<file path="config.mk">
export PLATFORM = sky130hd
export DESIGN_NAME = shift_seq_ctrl
export DESIGN_NICKNAME = d
export VERILOG_FILES = /design/src/rtl/shift_pkg.sv /design/src/rtl/shift_step.sv /design/src/rtl/shift_seq_ctrl.sv
export SDC_FILE = /design/constraint.sdc
export NUM_CORES = 1
export LEC_CHECK = 0
export ABC_AREA = 1
export ABC_CLOCK_PERIOD_IN_PS = 2200
export CAP_MARGIN = 15
export CORE_ASPECT_RATIO = 1.4
export CORE_UTILIZATION = 49
export CTS_CLUSTER_SIZE = 12
export DETAILED_ROUTE_END_ITERATION = 7
export PLACE_DENSITY = 0.77
export SLEW_MARGIN = 30
export SYNTH_ARGS = -nofsm -noshare
export SYNTH_HDL_FRONTEND = slang
export SYNTH_SLANG_ARGS = --single-unit
</file>
<file path="constraint.sdc">
create_clock -name clk -period 2.2 [get_ports clk]
set_clock_uncertainty 0.05 [all_clocks]
set_input_delay 0.66 -clock clk [delete_from_list [all_inputs] [get_ports clk]]
set_output_delay 0.66 -clock clk [all_outputs]
set_load 0.02 [all_outputs]
</file>
<file path="src/rtl/shift_pkg.sv">
// rtl/shift_pkg.sv - op codes, FSM encoding and data width shared by the shift sequencer
package shift_pkg;

  localparam int XLEN = 32;

  localparam logic [3:0] SHIFT_OP_SLL = 4'b0101;
  localparam logic [3:0] SHIFT_OP_SRL = 4'b0110;
  localparam logic [3:0] SHIFT_OP_SRA = 4'b0111;

  typedef enum logic [1:0] {
    IDLE  = 2'b00,
    SHIFT = 2'b01,
    DONE  = 2'b10
  } shift_state_e;

  function automatic logic is_shift_op(input logic [3:0] op);
    return (op == SHIFT_OP_SLL) || (op == SHIFT_OP_SRL) || (op == SHIFT_OP_SRA);
  endfunction

endpackage

</file>
<file path="src/rtl/shift_step.sv">
// rtl/shift_step.sv - combinational shift of one word by 0..STEP bits with explicit fill bit
module shift_step import shift_pkg::*; #(
  parameter int STEP = 1
) (
  input  logic [3:0]           op_i,
  input  logic                 fill_i,
  input  logic [$clog2(STEP):0] amt_i,
  input  logic [XLEN-1:0]      data_i,
  output logic [XLEN-1:0]      data_o
);

  logic [XLEN-1:0] right;

  // Right shifts OR the fill bit into the vacated top positions (mask is empty for amt 0).
  always_comb begin
    right  = (data_i >> amt_i) | (~({XLEN{1'b1}} >> amt_i) & {XLEN{fill_i}});
    data_o = (op_i == SHIFT_OP_SLL) ? (data_i << amt_i) : right;
  end

endmodule

</file>
<file path="src/rtl/shift_seq_ctrl.sv">
// rtl/shift_seq_ctrl.sv - iterative SLL/SRL/SRA sequencer, STEP bits per cycle
// SHIFT_SEQ_ILLEGAL_FLAG_EN: drive out_illegal for non-shift ops (tied 0 otherwise)
module shift_seq_ctrl import shift_pkg::*; #(
  parameter int STEP = 1
) (
  input  logic            clk,
  input  logic            rst_n,
  input  logic            in_valid,
  output logic            in_ready,
  input  logic [3:0]      in_op,
  input  logic [XLEN-1:0] in_data,
  input  logic [4:0]      in_shamt,
  input  logic            flush,
  output logic            busy,
  output logic            out_valid,
  input  logic            out_ready,
  output logic [XLEN-1:0] out_data,
  output logic            out_illegal
);

  localparam int AW = $clog2(STEP) + 1;
  localparam logic [4:0]    STEP_REM = 5'(STEP);
  localparam logic [AW-1:0] STEP_AMT = AW'(STEP);

  shift_state_e    state_q, state_d;
  logic [XLEN-1:0] data_q, data_d, step_data;
  logic [3:0]      op_q, op_d;
  logic [4:0]      rem_q, rem_d, rem_left;
  logic            sign_q, sign_d;
  logic [AW-1:0]   amt;
  logic            fill;
  logic            accept;

  assign in_ready  = (state_q == IDLE) && !flush;
  assign accept    = in_valid && in_ready;
  assign busy      = (state_q != IDLE);
  assign out_valid = (state_q == DONE);
  assign out_data  = data_q;

  // Last iteration may move fewer than STEP bits.
  assign amt      = (rem_q < STEP_REM) ? rem_q[AW-1:0] : STEP_AMT;
  assign rem_left = rem_q - 5'(amt);
  assign fill     = (op_q == SHIFT_OP_SRA) && sign_q;

  shift_step #(.STEP(STEP)) u_step (
    .op_i   (op_q),
    .fill_i (fill),
    .amt_i  (amt),
    .data_i (data_q),
    .data_o (step_data)
  );

  always_comb begin
    state_d = state_q;
    data_d  = data_q;
    op_d    = op_q;
    rem_d   = rem_q;
    sign_d  = sign_q;
    if (flush) begin
      state_d = IDLE;
      data_d  = '0;
      rem_d   = '0;
    end else begin
      case (state_q)
        IDLE: begin
          if (accept) begin
            op_d   = in_op;
            sign_d = in_data[XLEN-1];
            rem_d  = in_shamt;
            data_d = in_data;
            if (!is_shift_op(in_op)) begin
              data_d  = '0;
              rem_d   = '0;
              state_d = DONE;
            end else if (in_shamt == 5'd0) begin
              state_d = DONE;
            end else begin
              state_d = SHIFT;
            end
          end
        end
        SHIFT: begin
          data_d = step_data;
          rem_d  = rem_left;
          if (rem_left == 5'd0) state_d = DONE;
        end
        DONE: begin
          if (out_ready) state_d = IDLE;
        end
        default: state_d = IDLE;
      endcase
    end
  end

  always_ff @(posedge clk or negedge rst_n) begin
    if (!rst_n) begin
      state_q <= IDLE;
      data_q  <= '0;
      op_q    <= '0;
      rem_q   <= '0;
      sign_q  <= 1'b0;
    end else begin
      state_q <= state_d;
      data_q  <= data_d;
      op_q    <= op_d;
      rem_q   <= rem_d;
      sign_q  <= sign_d;
    end
  end

`ifdef SHIFT_SEQ_ILLEGAL_FLAG_EN
  logic illegal_q, illegal_d;

  always_comb begin
    illegal_d = illegal_q;
    if (flush) illegal_d = 1'b0;
    else if (accept) illegal_d = !is_shift_op(in_op);
    else if ((state_q == DONE) && out_ready) illegal_d = 1'b0;
  end

  always_ff @(posedge clk or negedge rst_n) begin
    if (!rst_n) illegal_q <= 1'b0;
    else        illegal_q <= illegal_d;
  end

  assign out_illegal = illegal_q;
`else
  assign out_illegal = 1'b0;
`endif

endmodule

</file>
; Word-level counts from Yosys, hierarchy flattened
; Index checks and enable logic that the tools add are counted.
[totals]
ff_bits = 44
inputBits = 46
output_inout_bits = 36
wordCells = 55
[op_classes]
n_addsub = 1
magnitude_cmp = 1
n_eq_ne = 10
shifts = 3
mux = 17
bitwise = 4
n_reduce_logical = 14
[ops]
columns = cell, n
row1 = two-way mux 32 bit, 4
row2 = one-hot mux 32 bit (2 select lines), 1
row3 = bitwise AND 32 bit, 1
row4 = inverter 32 bit, 1
row5 = OR 32 bit, 1
row6 = left shift 32 x 1 -> 32 bit, 1
row7 = right shift 32 x 1 -> 32 bit, 1
row8 = right shift 32 x 1 -> 32 bit (first input constant), 1
row9 = equality test 4 x 3 -> 1 bit (second input constant), 5
row10 = two-way mux 5 bit, 3
row11 = two-way mux 2 bit, 6
row12 = logical NOT 5 bit, 2
row13 = one-hot mux 5 bit (2 select lines), 1
row14 = inequality test 3 bit (second input constant), 2
row15 = one-hot mux 2 bit (3 select lines), 1
row16 = AND reduction 3 bit, 2
row17 = < comparator 5 x 1 -> 1 bit (second input constant), 1
row18 = subtractor 5 x 1 -> 5 bit, 1
row19 = logical AND 1 bit, 3
row20 = inequality test 3 x 2 -> 1 bit (second input constant), 1
row21 = nonzero test 3 bit, 1
row22 = equality test 2 x 1 -> 1 bit (second input constant), 1
row23 = equality test 2 bit (second input constant), 1
row24 = logical NOT 2 bit, 1
row25 = other kinds (6), 7

; Logic depth before layout (Yosys ltp)
[logic_depth]
word_depth = 9
mapped_depth = 13
ltp_nobuf = 13

; Hierarchy
; A second synthesis with hierarchy kept.
[unflattened]
hier_cells = 533
hier_area_um2 = 3422.0
[by_module_without_submodules]
columns = mod, n_inst, cells_per_inst, area_each_um2, seq_area_each_um2
row1 = shift_seq_ctrl, 1, 288, 2333.5, 1101.1
row2 = shift_step, 1, 245, 1088.5, 0.0

; Worst setup path after synthesis
; Ideal clock, no wire load.
[synth_timing]
path_type = input-to-reg
from = input port in_op[0]
to = register data_q[17] (netlist: out_data[17])
setup_time_ns = 0.065
arrival_ns = 1.494
required_ns = 2.085
path_slack_ns = 0.591
path_stages = 9
n_path_buf = 1
cell_sequence = inv_1 nand2_1 nand3_1 nor2_1 clkbuf_1 nand2_1 nand2_1 nand3_1 nand2_1
[synth_via]
elab_chain_cells = 7
word_cells_on_any_way = 9
classes_between = eq/ne (3) / mux (4) / reduce/logical (2)
[synth_lines]
columns = item, line
row1 = "start, declared", shift_seq_ctrl.sv:10  ; input logic [3:0] in_op,
row2 = equality test 4 x 3 -> 1 bit, shift_pkg.sv:17  ; return (op == SHIFT_OP_SLL) || (op == SHIFT_OP_SRL) || (op == SHIFT_OP_SRA);
row3 = logical OR 1 bit, shift_pkg.sv:17
row4 = logical OR 1 bit (*), shift_pkg.sv:17
row5 = two-way mux 32 bit (*), shift_seq_ctrl.sv:71  ; if (!is_shift_op(in_op)) begin
row6 = two-way mux 32 bit (*), shift_seq_ctrl.sv:66  ; if (accept) begin
row7 = one-hot mux 32 bit (2 select lines) (*), shift_seq_ctrl.sv:64  ; case (state_q)
row8 = two-way mux 32 bit (*), shift_seq_ctrl.sv:59  ; if (flush) begin
row9 = "end signal, assigned", shift_seq_ctrl.sv:104  ; data_q <= data_d;
row10 = "end, declared", shift_seq_ctrl.sv:26  ; logic [XLEN-1:0] data_q, data_d, step_data;
; Mark *: on every way between the ends. The rest lies on a longest branch, timed or not. The select of a mux whose other input is x is not followed.
; A chain may end at the register's enable or synchronous reset.

; Worst setup path in the final report
[layout_timing]
from = input port flush
to = output port in_ready
[layout_via]
elab_chain_cells = 2
[layout_lines]
columns = item, line
row1 = "start, declared", shift_seq_ctrl.sv:13  ; input logic flush,
row2 = logical NOT 1 bit, shift_seq_ctrl.sv:34  ; assign in_ready = (state_q == IDLE) && !flush;
row3 = logical AND 1 bit, shift_seq_ctrl.sv:34
row4 = "end, declared", shift_seq_ctrl.sv:9  ; output logic in_ready,
; Every way passes these cells.

==> results.json <==
{
  "rsz0062_at_grt": "false",
  "synth.net_count": 541,
  "fill_cells": 569,
  "end_kind": "output port",
  "path_max_fanout": 3,
  "gp_congestion": 0.816,
  "worst_pin_slew_ps": 557,
  "power_density_nw_per_um2": 581,
  "routed-via-count": 3341,
  "slowest_delay_ps": 450,
  "grt_antenna_before_repair": 0,
  "rows": 33,
  "drive_gt1_share_pct": 8.15,
  "syn_area_per_cell_um2": 6.19,
  "start_util_pct": 51.3,
  "syn_to_final_growth_pct": 33.5,
  "synth_top_family_by_area": "simple AND/OR/NAND/NOR gates",
  "ioPinCount": 82,
  "finish.instance_area_um2": 4080,
  "yosys-top-cells-area": "dfrtp_1, nand2_1, nand3_1",
  "dieArea_um2": 6550,
  "setup_viol_count_final": 0,
  "final_nets": 624,
  "cap_violations": 0,
  "die_w_um": 68.7,
  "diodes": 0,
  "grt_pass1_wl_um": 13300,
  "setup_ws_ps": 59.7,
  "chipHeight_um": 95.4,
  "hpwlAfterDp_um": 5900,
  "hold_violations": 0,
  "root_buffer": "clkbuf_8",
  "cts_max_level": 2,
  "synth_xor_area_share_pct": 0.287,
  "cts_tree": "done",
  "crit_type": "in -> out",
  "dpl_cell_area_um2": 3990,
  "seq_area_frac_synth_pct": 36.1,
  "clk_pin_slew_ps": 80,
  "yosysUniqueCellTypes": 25,
  "synth_fa_ha_area_share_pct": 0.820,
  "cts_buffer_depth": 2,
  "initialDrtViolationCount": 162,
  "ir_drop_v": 0.000431,
  "final_max_slew_viol_count": 0,
  "ys_seq_elements": 44,
  "post_drt_wl_per_cell_um": 12.5,
  "wl_um": 8100,
  "clk-insertion-delay-late_ps": 290,
  "cpMaxStageDelayCell": "clkdlybuf4s50_1",
  "grt_pass1_vias": 3098,
  "synth-compound-area-share_pct": 4.67,
  "synth_mux_area_share_pct": 0,
  "cts.sinks": 44,
  "first_pass_iters": 4,
  "port_buffers": 80,
  "r2r_cells": 12,
  "track_usage_pct": 26.2,
  "maxSlewHeadroom_pct": 62.9,
  "cp_data_required_time_ps": 1490,
  "yosysTopAreaCellShare_pct": 36.1,
  "cp_cell_sequence": "clkdlybuf4s50_1 -> nor2_4 -> buf_2",
  "ys_warn_count": 0,
  "syn-instance-count": 493,
  "layout_common_cells": "nand2_1, nand3_1, clkdlybuf4s50_1, inv_1, dfrtp_1",
  "route.detailed.drc": 0,
  "status": "finished clean",
  "grt_max_degree": 32,
  "dpl_worst_slack_ps": -382,
  "ant_nets": 0,
  "yosysTopAreaCell": "dfrtp_1",
  "timing.final.crit_share_pct": 97.3,
  "finalWorstPathRequiredPeriod_ps": 2140,
  "gr-total-overflow": 0,
  "cts_setup_buffers": 0,
  "layout_commonest_cell": "nand2_1",
  "hold_class": "in -> async",
  "critPathArrivalTime_ps": 1430,
  "viasPerCell": 5.16,
  "coreArea_um2": 5950,
  "syn-cell-area_um2": 3050,
  "p_leak_nw": 2.19,
  "cts_buffers": 5,
  "synthSimpleGateAreaFrac_pct": 46.5,
  "start_kind": "primary input",
  "max_freq_mhz": 467
}
report_power, final:
group	leakage, nW	internal (mW)	switching [mW]
combinational	1.54	0.361	0.505
clock	0.0510	0.251	0.282
sequential	0.595	0.893	0.0733
area by class of cell:
| cell class | instances | area [µm²] | share of cell area [%] |
|---|---|---|---|
| tap | 70 | 87.6 | 2.15 |
| sequential | 44 | 1100 | 27.0 |
| clock buffer | 6 | 82.6 | 2.03 |
| multi-input combinational | 371 | 1600 | 39.4 |
| timing repair buffer | 103 | 998 | 24.5 |
| clock inverter | 2 | 10.0 | 0.246 |
| inverter | 51 | 191 | 4.70 |
worst max-delay path: cells and delay by family:
family / cells / cell delay (ps)
buf+inv: 2 / 620
simple gates: 1 / 140
routing by layer:
metal	up-vias	share of wire, %	global-route usage, %
li1	1683	-	-
met1	1564	41	31.4
met2	84	54	47.1
met4	0	1.0	6.29
met5	-	0	0
met3	10	3.9	4.55
Yosys cell counts:
library cell and count:
clkbuf_1 8, nor2_4 1, nand4_1 3, inv_1 48, a21oi_1 4, buf_4 7, nor2_2 2, o21ai_0 14
or2_2 1, ha_1 2, buf_2 9, buf_6 3, o22ai_1 3, inv_2 3, o21ai_1 2, nor2_1 11
a21boi_0 1, nand3_1 79, nand2_2 3, conb_1 1, dfrtp_1 44, a21oi_4 1, nand2_1 241, nor3_2 1
xnor2_1 1
path summary, 6_finish.rpt:
check                      slack, ps      from            to
setup / recovery                  60     flush      in_ready
hold / removal                   290     rst_n      rem_q[1]
setup reg to reg                 400  rem_q[2]    state_q[1]
hold reg to reg                  430    sign_q        sign_q
max in group asynchronous       1280     rst_n  out_data[17]
min in group clk                 430    sign_q        sign_q
cell families after synthesis:
kind of cell | Yosys count
fa+ha+maj | 2
compound gates | 25
xor+xnor | 1
other cells | 1
flops | 44
buf+inv | 78
simple gates | 342
timing repair:
item                                    4_1_cts  5_1_grt
endpoints found under the setup margin        3        0
hold buffers                                  0        0
resized for setup                             6        0
flip-flops by register name, indices dropped and copies added (netlist names):
name and cells:
sign_q 1, state_q 2, out_data 32, rem_q 5, op_q 4
through the flow:
step           setup TNS [ps]  hold slack, ps  util [%]  instances  power, mW
3_3_place_gp            -1210             408      67.1        639       1.84
2_1_floorplan               0             314         -        493       1.49
6_report                    0             294      68.5        647       2.37
4_1_cts                     0             305      68.5        647       2.38
3_5_place_dp            -1820             412      67.1        639       1.86
5_1_grt                     0             332      68.5        647       2.51
(Power assumes the default switching activity.)
